[src/rtl/request_demux_pkg.sv]
// ============================================================================
// Module : request_demux_pkg
// Brief  : Shared defaults and helpers for the buffered request demux.
// Rev    : 1.0  initial release
// ============================================================================
`default_nettype none

package request_demux_pkg;

    localparam int DEF_NUM_METH  = 2;
    localparam int DEF_MSG_WIDTH = 192;
    localparam int DEF_TAG_WIDTH = 32;
    localparam int DEF_ARG_WIDTH = 64;
    localparam int DEF_DEPTH     = 4;

    localparam logic [15:0] BAD_CNT_MAX = 16'hFFFF;

    function automatic int clog2(input int v);
        int r;
        for (r = 0; (1 << r) < v; r++) begin
        end
        return r;
    endfunction

endpackage

`default_nettype wire

[src/rtl/request_demux_fifo.sv]
// ============================================================================
// Module : request_demux_fifo
// Brief  : Per-channel FIFO with wrap-around pointers and occupancy counter.
// Rev    : 1.0  initial release
// ============================================================================
`default_nettype none

module request_demux_fifo
    import request_demux_pkg::*;
#(
    parameter int WIDTH = DEF_ARG_WIDTH,
    parameter int DEPTH = DEF_DEPTH
) (
    input  logic                     clk,
    input  logic                     rst,
    input  logic                     push,
    input  logic [WIDTH-1:0]         push_data,
    input  logic                     pop,
    output logic [WIDTH-1:0]         head,
    output logic                     empty,
    output logic                     full,
    output logic [clog2(DEPTH):0]    count
);

    localparam int AW = clog2(DEPTH);

    logic [WIDTH-1:0] r_mem [DEPTH];
    logic [AW-1:0]    r_wr_ptr;
    logic [AW-1:0]    r_rd_ptr;
    logic [AW:0]      r_count;

    always_ff @(posedge clk or posedge rst) begin
        if (rst) begin
            r_wr_ptr <= '0;
            r_rd_ptr <= '0;
            r_count  <= '0;
        end else begin
            if (push) r_wr_ptr <= r_wr_ptr + 1'b1;
            if (pop)  r_rd_ptr <= r_rd_ptr + 1'b1;
            if (push && !pop)      r_count <= r_count + 1'b1;
            else if (pop && !push) r_count <= r_count - 1'b1;
        end
    end

    // Storage is not reset: contents are only observed while non-empty.
    always_ff @(posedge clk) begin
        if (push) r_mem[r_wr_ptr] <= push_data;
    end

    assign head  = r_mem[r_rd_ptr];
    assign empty = (r_count == '0);
    assign full  = (r_count == (AW+1)'(DEPTH));
    assign count = r_count;

endmodule

`default_nettype wire

[src/rtl/request_demux_buffered.sv]
// ============================================================================
// Module : request_demux_buffered
// Brief  : Tag-based demux of pipe messages into NUM_METH buffered channels.
//          Optional statistics outputs enabled by REQUEST_DEMUX_STATS_EN.
// Rev    : 1.0  initial release
// ============================================================================
`default_nettype none

module request_demux_buffered
    import request_demux_pkg::*;
#(
    parameter int NUM_METH  = DEF_NUM_METH,
    parameter int MSG_WIDTH = DEF_MSG_WIDTH,
    parameter int TAG_WIDTH = DEF_TAG_WIDTH,
    parameter int ARG_WIDTH = DEF_ARG_WIDTH,
    parameter int DEPTH     = DEF_DEPTH
) (
    input  logic                          CLK,
    input  logic                          RST,
    input  logic                          pipe_enq__ENA,
    input  logic [MSG_WIDTH-1:0]          pipe_enq_v,
    output logic                          pipe_enq__RDY,
    output logic [NUM_METH-1:0]           request_out__ENA,
    output logic [NUM_METH*ARG_WIDTH-1:0] request_out_data,
    input  logic [NUM_METH-1:0]           request_out__RDY,
    output logic [15:0]                   bad_tag_count
`ifdef REQUEST_DEMUX_STATS_EN
    ,
    output logic [NUM_METH*32-1:0]                    dispatch_count,
    output logic [NUM_METH*(clog2(DEPTH)+1)-1:0]      max_occupancy
`endif
);

    localparam int CW = clog2(DEPTH) + 1;

    logic [TAG_WIDTH-1:0] w_tag;
    logic [ARG_WIDTH-1:0] w_arg;
    logic                 w_tag_ok;
    logic                 w_accept;
    logic [NUM_METH-1:0]  w_full;
    logic [15:0]          r_bad_cnt;

    assign w_tag    = pipe_enq_v[TAG_WIDTH-1:0];
    assign w_arg    = pipe_enq_v[TAG_WIDTH +: ARG_WIDTH];
    assign w_tag_ok = (w_tag != '0) && (w_tag <= TAG_WIDTH'(NUM_METH));
    assign w_accept = pipe_enq__ENA & pipe_enq__RDY;

    // Ready depends only on FIFO fullness, never on the message contents.
    assign pipe_enq__RDY = ~|w_full;
    assign bad_tag_count = r_bad_cnt;

    always_ff @(posedge CLK or posedge RST) begin
        if (RST) begin
            r_bad_cnt <= '0;
        end else if (w_accept && !w_tag_ok && (r_bad_cnt != BAD_CNT_MAX)) begin
            r_bad_cnt <= r_bad_cnt + 16'd1;
        end
    end

    generate
        if (MSG_WIDTH > TAG_WIDTH + ARG_WIDTH) begin : g_spare_bits
            logic w_unused_msg;
            assign w_unused_msg = ^pipe_enq_v[MSG_WIDTH-1:TAG_WIDTH+ARG_WIDTH];
        end
    endgenerate

    generate
        for (genvar i = 0; i < NUM_METH; i++) begin : g_chan
            logic                 w_push;
            logic                 w_empty;
            logic [ARG_WIDTH-1:0] w_head;
            logic [CW-1:0]        w_count;

            assign w_push = w_accept && w_tag_ok && (w_tag == TAG_WIDTH'(i + 1));

            request_demux_fifo #(
                .WIDTH (ARG_WIDTH),
                .DEPTH (DEPTH)
            ) u_fifo (
                .clk       (CLK),
                .rst       (RST),
                .push      (w_push),
                .push_data (w_arg),
                .pop       (request_out__ENA[i]),
                .head      (w_head),
                .empty     (w_empty),
                .full      (w_full[i]),
                .count     (w_count)
            );

            assign request_out__ENA[i] = !w_empty && request_out__RDY[i];
            assign request_out_data[i*ARG_WIDTH +: ARG_WIDTH] = w_head;

`ifdef REQUEST_DEMUX_STATS_EN
            logic [31:0]   r_disp_cnt;
            logic [CW-1:0] r_max_occ;

            always_ff @(posedge CLK or posedge RST) begin
                if (RST) begin
                    r_disp_cnt <= '0;
                    r_max_occ  <= '0;
                end else begin
                    if (request_out__ENA[i]) r_disp_cnt <= r_disp_cnt + 32'd1;
                    if (w_count > r_max_occ) r_max_occ  <= w_count;
                end
            end

            assign dispatch_count[i*32 +: 32] = r_disp_cnt;
            assign max_occupancy[i*CW +: CW]  = r_max_occ;
`else
            logic w_unused_count;
            assign w_unused_count = ^w_count;
`endif
        end
    endgenerate

endmodule

`default_nettype wire

[config.mk]
export PLATFORM = sky130hd
export DESIGN_NAME = request_demux_buffered
export DESIGN_NICKNAME = d
export VERILOG_FILES = /design/src/rtl/request_demux_pkg.sv /design/src/rtl/request_demux_fifo.sv /design/src/rtl/request_demux_buffered.sv
export SDC_FILE = /design/constraint.sdc
export NUM_CORES = 1
export LEC_CHECK = 0
export ABC_AREA = 1
export BUFFER_PORTS_ARGS = -buffer_cell sky130_fd_sc_hd__buf_2
export CAP_MARGIN = 20
export CELL_PAD_IN_SITES_DETAIL_PLACEMENT = 0
export CELL_PAD_IN_SITES_GLOBAL_PLACEMENT = 2
export CORE_ASPECT_RATIO = 1.75
export CORE_MARGIN = 2
export CORE_UTILIZATION = 30
export CTS_BUF_LIST = sky130_fd_sc_hd__clkbuf_16
export CTS_CLUSTER_DIAMETER = 80
export DETAILED_ROUTE_END_ITERATION = 8
export PLACE_DENSITY = 0.69
export SYNTH_ARGS = -nofsm -noshare
export SYNTH_HDL_FRONTEND = slang
export SYNTH_SLANG_ARGS = --single-unit
[constraint.sdc]
create_clock -name CLK -period 12.88 [get_ports CLK]
set_input_delay 0.644 -clock CLK [delete_from_list [all_inputs] [get_ports CLK]]
set_output_delay 0.644 -clock CLK [all_outputs]
set_load 0.01 [all_outputs]
==> results of run 1 <==
-- cells in the mapped netlist (all sizes together) --
library cell	n
edfxtp	512
nor2	311
o21ai	259
o22ai	128
nand2	92
clkbuf	74
inv	53
dfrtp	30
nand4	19
buf	16
nand3	13
xor2	13
ha	11
xnor2	6
a21oi	4
a31oi	2
fa	2
-- state kept, by name, summed over array words and instances (netlist names) --
signal / cells
g_chan.u_fifo.r_mem: 512
bad_tag_count: 16
g_chan.u_fifo.count: 6
g_chan.u_fifo.r_rd_ptr: 4
g_chan.u_fifo.r_wr_ptr: 4
-- routing by layer --
metal,routed length [um],track usage,vias up
met3,2860,0.0312,76
met1,22100,0.175,6509
met5,34,0,-
li1,-,-,6119
met4,1190,0.0476,6
met2,31000,0.297,328
-- layout by cell type, fill, tap and decap left out, types with 2 or more instances in the layout --
cell	instances
buf_2	247
clkinv_2	5
nand2_1	92
diode_2	5
dfrtp_4	3
a31oi_1	2
clkbuf_16	51
nor2_4	12
bufinv_16	3
nand3_1	11
o22ai_1	128
fa_1	2
buf_4	22
nor2_1	299
dfrtp_1	26
xnor2_1	6
edfxtp_1	512
o21ai_0	259
a21oi_1	4
xor2_1	13
nand4_1	19
ha_1	11
clkinv_1	9
inv_1	65
clkinvlp_4	3
inv_4	2
clkinv_8	2
-- worst min-delay path, delay by kind of cell --
kind     cells  cell delay [ns]
buf+inv      3             0.50
-- layout make-up --
| class | instances | area, um^2 | area share |
|---|---|---|---|
| multi-input cells | 860 | 4280 | 0.173 |
| well taps | 910 | 1140 | 0.0460 |
| repair buffers | 269 | 1400 | 0.0567 |
| clock inverters | 39 | 277 | 0.0112 |
| flip-flops and latches | 542 | 16100 | 0.653 |
| clock buffers | 51 | 1280 | 0.0516 |
| inverters | 53 | 205 | 0.00830 |
| diodes | 5 | 12.5 | 0.000506 |
-- final timing paths --
| check | startpoint | end | slack, ns | depth (start not counted) |
|---|---|---|---|---|
| worst min-delay path | RST | bad_tag_count[5] | 0.11 | 3 |
| worst max register to register | g_chan[1].u_fifo.count[0] | g_chan[0].u_fifo.r_mem[1][1] | 9.64 | 9 |
| min in group CLK | pipe_enq_v[76] | g_chan[1].u_fifo.r_mem[0][44] | 0.31 | 1 |
| max in group asynchronous | RST | g_chan[1].u_fifo.r_rd_ptr[0] | 12.39 | 3 |
| worst max-delay path | g_chan[0].u_fifo.r_rd_ptr[0] | request_out_data[58] | 8.78 | 5 |
| worst min register to register | g_chan[0].u_fifo.count[0] | g_chan[0].u_fifo.count[0] | 0.54 | 1 |
-- metrics by stage --
stage                     instances  utilization
final                          2729        0.357
after global routing           2727        0.356
after CTS                      2724        0.356
after detailed placement       2634        0.334
after global placement         2634        0.334
after floorplan                1545            -
-- power by group --
group	internal [uW]	switching (uW)
Sequential	1950	78.5
Clock	778	629
Combinational	492	1070
-- logic make-up after synthesis --
logic type / Yosys count / synth area share
adders and majority gates: 13 / 0.00850
AOI/OAI and AO/OA: 393 / 0.102
xor gates and xnor gates: 19 / 0.00796
and+or+nand+nor: 435 / 0.0834
buffers and inverters: 143 / 0.0272
DFF: 542 / 0.771
==> summary.md, run 1 <==
| Metric | Value |
|---|---|
| Final ANT Viol Nets | 0 |
| Max Buffers Root-to-Sink | 3 |
| Pwr/cell area | 202 nW/um^2 |
| CTS tree | built |
| Hold Crit Class | primary input to asynchronous set/reset pin |
| Pre-Repair DR Iteration Count | 4 |
| CP delay by family, top | buffers and inverters |
| Design Power | 5000 uW |
| Synth warn | 0 |
| Chip width | 204 um |
| Peak VDD IR | 106 uV |
| Total track usage | 0.157 |
| Post-place instance area | 23,200 um^2 |
| Post-cts hold buffer count | 0 |
| Period utilization | 0.318 |
| Vias after detailed routing | 13.0k |
| Max Slew Vio Count | 0 |
| Relative slew slack | 0.294 |
| Via density | 4.78 |
| Area Overhead vs Synth | 18.2% |
| Max Cap Violations | 0 |
| Final hold vios | 0 |
| Syn Area/Cell | 13.5 um^2 |
| Final WL | 57,100 um |
| Die ar. | 71,900 um^2 |
| Num CTS Buffers | 50 |
| Vias in the first global route | 13.3k |
| Largest stage delay on the critical path | 0.73 ns |
| Cells along the critical path | inv_4 > buf_4 > o21ai_0 > o22ai_1 > buf_2 |
| Largest net degree at the start of global routing | 91 |
| Cell variety after synth | 22 |
| Critical path class | register to output port |
| Clk_lat worst skew | ~0.60 ns |
| Status | complete, no violations |
| Remaining global-route overflow | 0 |
| Critical path peak fanout | 74 |
| Setup slack after layout | a little under 9 ns |
| Hold Worst Slack | 0.115 ns |
| Leak | 0.00856 uW |
| Synth top area share | 0.735 |
| CP startpoint kind | register |
| First-pass GRT wire length | 83,000 um |
| Setup Skew | about 0.022 ns |
| Drc violations | 0 |
| H-tree levels | 2 |
| Fraction of layout cells with a size suffix above 1 | 0.196 |
| CTS clk-pin slew, worst paths | approximately 0.07 ns |
| Syn Nets | 1,755 |
| Post-route setup TNS | 0 ns |
| Clock root cell | clkbuf_16 |
| Post-CTS setup repair buffer count | 0 |
| FF+latch count, synth | 542 |
| WP data required | 12.24 ns |
| DP Wirelength | between 30,000 and 40,000 um |
| Dpl ws | 8.79 ns |
| Critical path arrival | 3.46 ns |
| RD Place Congestion | 0.748 |
| Crit. End Element | output port |
| Sequential fraction of the synthesis area | 0.771 |
| Worst slew pin tran | 1.06 ns |
| Post-Syn Area | between 20,000 and 25,000 um^2 |
| Rows | 128 |
| Port bufs | 247 |
| Min Tclk post-route | 4.10 ns |
| Core area | 69,300 um^2 |
| DR iter-0 viols | 606 |
| Unrepaired setup endpoints after global routing | no |
| Routed len/inst | 20.9 um |
| Post-cts resize count | 0 |
| I/O Pins | 344 |
| Max stage delay cell, worst path | buf_4 |
| Nets@finish | 1,986 |
| Initial antenna violation count | 8 |
| Final setup viols | 0 |
| Area contributors post-synth | edfxtp_1, o21ai_0, nor2_1 |
| Syn Inst Count | 1,545 |
| Final instance area | approximately 25,000 um^2 |
| FILL cells | 6,708 |
| Yosys top cell by area | edfxtp_1 |
| Initial Utilization | 0.302 |
| Die Y | ~350 um |
| Fmax | 244 MHz |
| CTS sink cnt | 542 |
| Worst path buffer plus inverter count | 3 |
Note: power is estimated with default switching activity, not from simulation.
==> run 2: changes to the inputs <==
--- a/config.mk
+++ b/config.mk
@@ -16,7 +16,7 @@
 export CTS_BUF_LIST = sky130_fd_sc_hd__clkbuf_16
 export CTS_CLUSTER_DIAMETER = 80
 export DETAILED_ROUTE_END_ITERATION = 8
-export PLACE_DENSITY = 0.69
+export PLACE_DENSITY = 0.72
 export SYNTH_ARGS = -nofsm -noshare
 export SYNTH_HDL_FRONTEND = slang
 export SYNTH_SLANG_ARGS = --single-unit
==> constraint.sdc (replaced) <==
create_clock -name CLK -period 3.55 [get_ports CLK]
set_input_delay 0.1775 -clock CLK [delete_from_list [all_inputs] [get_ports CLK]]
set_output_delay 0.1775 -clock CLK [all_outputs]
set_load 0.01 [all_outputs]
==> run 2 against run 1 <==
Compared with the run above:
- core utilization grew 1.2 points
- hold slack better by 0.062 ns
- first-iteration DRC count is 20% higher
- final cell count increased by 2.6%
- final area grew 3.5%
- clock skew fell by 0.012 ns
- combinational power rose to 3.7 times the previous value
- clock-buffer cell count unchanged
- register-to-register slack got worse by 8.6 ns
- flip-flop and latch count is the same
==> summary.md, run 2 (synthesis gave the netlist of run 1 again) <==
| Metric | Value |
|---|---|
| Non-Filler Instances | ~2.8k |
| Critical path peak fanout | 90 |
| Port bufs | 247 |
| Final WL | 56,300 um |
| Max Buffers Root-to-Sink | 3 |
| Rows | 128 |
| Num CTS Buffers | 50 |
| Area Overhead vs Synth | 22.4% |
| Drc violations | 0 |
| Grt met2 use | 0.285 |
| Register with the most flip-flops | g_chan.u_fifo.r_mem |
| Critical path class | register to output port |
| H-tree levels | 2 |
| Final ANT Viol Nets | 0 |
| Vias after detailed routing | 13.4k |
| Clk_lat worst skew | about 0.6 ns |
| Critical path arrival | 2.79 ns |
| Hold Crit Class | primary input to register |
| Total track usage | 0.155 |
| Max Cap Violations | 0 |
| WP data required | 3.37 ns |
| Initial antenna violation count | 0 |
| R2r setup slk | 1.06 ns |
| Core area | just under 70,000 um^2 |
| Vias in the first global route | ~14k |
| Diodes inserted | 0 |
| Setup slack after layout | 0.585 ns |
| Most common cell after layout, fill and taps aside | edfxtp_1 |
| DR iter-0 viols | 725 |
| Clock root cell | clkbuf_16 |
| Max Slew Vio Count | 0 |
| CP startpoint kind | register |
| Nets@finish | just over 2k |
| First-pass GRT wire length | 83,500 um |
| Met3 GRT Util | 0.0307 |
| Remaining global-route overflow | 0 |
| Pre-Repair DR Iteration Count | 5 |
| I/O Pins | between 300 and 400 |
| CTS sink cnt | 542 |
| Min Tclk post-route | 2.97 ns |
| DP Wirelength | about 33,000 um |
| Period utilization | 0.835 |
| Post-route setup TNS | 0 ns |
| Worst slew pin tran | 0.899 ns |
| Placed insts | 2,640 |
| Number of flip-flops in the largest register | about 510 |
| Leak | between 0.008 and 0.009 uW |
| Die Y | between 300 and 400 um |
| Initial Utilization | 0.302 |
| Die ar. | 71,900 um^2 |
| CTS clk-pin slew, worst paths | 0.06 ns |
| Relative slew slack | 0.401 |
| Design Power | 18,500 uW |
| Final setup viols | 0 |
| Pwr/cell area | 722 nW/um^2 |
| Fraction of layout cells with a size suffix above 1 | 0.196 |
| CTS tree | built |
| Most frequent cells in the layout | edfxtp_1, nor2_1, o21ai_0, buf_2, o22ai_1 |
| Fmax | 337 MHz |
| Final core utilization | 0.369 |
| Largest net degree at the start of global routing | 91 |
| Via density | roughly 4.8 |
| Met1 GRT Util | 0.178 |
| GRT busiest layer | met2 |
| Peak VDD IR | 400 uV |
| Dpl ws | between 0.9 and 1 ns |
| Crit. End Element | output port |
| Post-CTS setup repair buffer count | 0 |
| Routed len/inst | between 20 and 25 um |
| Status | complete, no violations |
| Chip width | 204 um |
| Unrepaired setup endpoints after global routing | no |
| RD Place Congestion | 0.748 |
| Setup Skew | 0.00996 ns |
| Final hold vios | 0 |
==> run 2: cell type report <==
type | instances | area (um^2)
Multi-Input combinational cell | 860 | 4280
Inverter | 53 | 204
Sequential cell | 542 | 16100
Fill cell | 6655 | 43800
Tap cell | 910 | 1140
Timing Repair Buffer | 342 | 2230
Clock buffer | 51 | 1280
Clock inverter | 41 | 327
==> run 2: critical path: stages, from the launching register on <==
cell     delay, ns
dfrtp_4       0.70
inv_4         0.41
buf_12        0.34
o21ai_0       0.14
o22ai_1       0.28
buf_2         0.20
==> run 2: path summary, 6_finish.rpt <==
check / cells past startpoint / to / startpoint
hold reg to reg: 1 / g_chan[0].u_fifo.count[0] / g_chan[0].u_fifo.count[0]
setup reg to reg: 14 / g_chan[1].u_fifo.count[2] / g_chan[1].u_fifo.count[0]
setup / recovery: 5 / request_out_data[45] / g_chan[0].u_fifo.r_rd_ptr[0]
min in group asynchronous: 3 / bad_tag_count[7] / RST
max in group asynchronous: 4 / g_chan[1].u_fifo.r_wr_ptr[1] / RST
hold / removal: 5 / bad_tag_count[15] / pipe_enq__ENA
==> run 2: where the power goes <==
| group | switching, uW | leakage [uW] | total [uW] | internal (uW) |
|---|---|---|---|---|
| registers | 278 | 0.00497 | 7360 | 7090 |
| logic | 3930 | 0.00312 | 5840 | 1910 |
| clock network | 2360 | 0.000814 | 5280 | 2920 |
==> run 2: metal layers <==
metal | vias to the layer above | part of all wire
met5 | - | 0
met4 | 0 | 0.027
met3 | 86 | 0.054
met2 | 359 | 0.52
met1 | 6682 | 0.40
li1 | 6264 | -
==> run 2: per-stage QoR <==
step           hold slack (ns)  cell area [um^2]
2_1_floorplan            0.268             20900
3_3_place_gp             0.307             23300
3_5_place_dp             0.321             23300
4_1_cts                  0.156             25600
5_1_grt                  0.191             25600
6_report                 0.177             25600
==> run 2: timing repair <==
item | CTS | global route
gates resized for setup | 0 | 0
endpoints found under the hold margin | 530 | 0
hold buffers | 67 | 0
setup endpoints to repair | 0 | 0
==> run 3: changes to the inputs <==
--- a/config.mk
+++ b/config.mk
@@ -16,7 +16,7 @@
 export CTS_BUF_LIST = sky130_fd_sc_hd__clkbuf_16
 export CTS_CLUSTER_DIAMETER = 80
 export DETAILED_ROUTE_END_ITERATION = 8
-export PLACE_DENSITY = 0.72
+export PLACE_DENSITY = 0.69
 export SYNTH_ARGS = -nofsm -noshare
 export SYNTH_HDL_FRONTEND = slang
 export SYNTH_SLANG_ARGS = --single-unit
==> constraint.sdc (replaced) <==
create_clock -name CLK -period 3.06 [get_ports CLK]
set_input_delay 0.153 -clock CLK [delete_from_list [all_inputs] [get_ports CLK]]
set_output_delay 0.153 -clock CLK [all_outputs]
set_load 0.01 [all_outputs]
==> run 3 against run 2 <==
Compared with the run above:
- sequential power increased by 16%
- final area increased by 1.2%
- clock-buffer cell count unchanged
- sequential share of layout area decreased by 0.72 points
- final cell count increased by 0.46%
- setup slack got worse by 0.38 ns
- core utilization increased by 0.43 points
- flip-flop and latch count unchanged
- wire length increased by 1.4%
- register-to-register slack got worse by 0.29 ns
- critical path depth increased by 1
- die area unchanged
==> summary.md, run 3 (synthesis gave the netlist of run 1 again) <==
| Metric | Value |
|---|---|
| Status | complete, no violations |
| Pre-Repair DR Iteration Count | 4 |
| Register with the most flip-flops | g_chan.u_fifo.r_mem |
| Initial Utilization | 0.302 |
| Vias after detailed routing | about 13k |
| Area Overhead vs Synth | 23.8% |
| Via density | 4.79 |
| Vias in the first global route | 14.0k |
| Crit. End Element | output port |
| Num CTS Buffers | 51 |
| Die Y | 353 um |
| Area occupied by multi-input gates | about 4300 um^2 |
| Critical path peak fanout | 46 |
| Diodes inserted | 0 |
| WP data required | about 2.9 ns |
| Port bufs | 247 |
| Final ANT Viol Nets | 0 |
| Routed len/inst | a little over 20 um |
| Core area | just under 70,000 um^2 |
| R2r setup slk | between 0.7 and 0.8 ns |
| Period utilization | 0.933 |
| Fmax | 350 MHz |
| Nets@finish | about 2.1k |
| Sequential Area | between 15,000 and 20,000 um^2 |
| CTS clk-pin slew, worst paths | 0.06 ns |
| CTS sink cnt | about 540 |
| CP startpoint kind | register |
| Total track usage | 0.159 |
| Largest net degree at the start of global routing | ~130 |
| Final core utilization | 0.373 |
| Unrepaired setup endpoints after global routing | no |
| Pwr/cell area | 847 nW/um^2 |
| Clk_lat worst skew | roughly 0.6 ns |
| DP Wirelength | 35,100 um |
| CTS tree | built |
| Leak | 0.00905 uW |
| Final setup viols | 0 |
| Setup Skew | 0.0171 ns |
| First-pass GRT wire length | 85,300 um |
| Remaining global-route overflow | 0 |
| Drc violations | 0 |
| Max Slew Vio Count | 0 |
| DR iter-0 viols | ~950 |
| Critical path class | register to output port |
| Fraction of layout cells with a size suffix above 1 | 0.204 |
| Die ar. | 71,900 um^2 |
| Initial antenna violation count | 0 |
| Critical path arrival | 2.70 ns |
| Number of flip-flops in the largest register | approximately 510 |
| Most frequent cells in the layout | edfxtp_1, nor2_1, o21ai_0, buf_2, o22ai_1 |
| Peak VDD IR | about 630 uV |
| Rows | 128 |
| Hold Worst Slack | 0.0419 ns |
| H-tree levels | 2 |
| FILL cells | 6,641 |
| Chip width | 204 um |
| Final WL | 57,100 um |
| Hold Crit Class | primary input to register |
| Min Tclk post-route | between 2 and 3 ns |
| Max Buffers Root-to-Sink | 3 |
| I/O Pins | about 340 |
| Worst slew pin tran | 0.907 ns |
| Max Cap Violations | 0 |
| Relative slew slack | 0.396 |
| RD Place Congestion | 0.720 |
| Final hold vios | 0 |
| Clock root cell | clkbuf_16 |
| Most common cell after layout, fill and taps aside | edfxtp_1 |
==> run 3: path summary, 6_finish.rpt <==
path | from | depth (start not counted) | endpoint
max | g_chan[1].u_fifo.r_rd_ptr[0] | 6 | request_out_data[127]
min | request_out__RDY[0] | 5 | g_chan[0].u_fifo.r_rd_ptr[1]
max reg2reg | g_chan[1].u_fifo.count[0] | 14 | g_chan[0].u_fifo.count[2]
min reg2reg | g_chan[0].u_fifo.r_wr_ptr[1] | 2 | g_chan[0].u_fifo.r_wr_ptr[1]
max in group asynchronous | RST | 3 | g_chan[0].u_fifo.r_rd_ptr[1]
min in group asynchronous | RST | 3 | bad_tag_count[5]
==> run 3: final cells by class <==
class                           count  area share
Tap cell                          910      0.0440
Multi-Input combinational cell    860       0.165
Clock buffer                       51      0.0493
Clock inverter                     44      0.0176
Timing Repair Buffer              352      0.0925
Inverter                           53     0.00793
Sequential cell                   542       0.623
==> run 3: what timing repair did <==
action	4_1_cts	5_1_grt
hold buffers	66	0
setup endpoints to repair	0	1
gates resized for setup	0	1
endpoints found under the hold margin	532	0
buffers inserted	0	0
==> run 3: critical path, stage by stage (launching register included) <==
cell and delay (ns):
dfrtp_4 0.68, inv_4 0.42, buf_12 0.29, buf_12 0.19
o21ai_0 0.09, o22ai_1 0.20, buf_2 0.18
==> run 3: metal layers <==
layer,share of wire,global-route usage,vias up
li1,-,-,6288
met1,0.38,0.178,6772
met2,0.54,0.298,339
met3,0.056,0.0326,73
met5,0,0,-
met4,0.023,0.0485,0
==> run 3: stage by stage <==
step / total power, uW / instance area [um^2] / setup TNS [ns] / setup slack [ns] / std cells
2_1_floorplan: 12400 / 20900 / -32.37 / -0.0645 / 1545
3_3_place_gp: 15500 / 23500 / 0 / 0.671 / 2651
3_5_place_dp: 15700 / 23500 / 0 / 0.676 / 2651
4_1_cts: 22400 / 25900 / 0 / 0.0247 / 2812
5_1_grt: 23200 / 25900 / 0 / 0.0231 / 2812
6_report: 21900 / 25900 / 0 / 0.204 / 2812
==> run 3: power breakdown <==
group	internal, uW	switching, uW
Combinational	2260	4600
Clock	3810	2730
Sequential	8220	288
Total	14300	7620
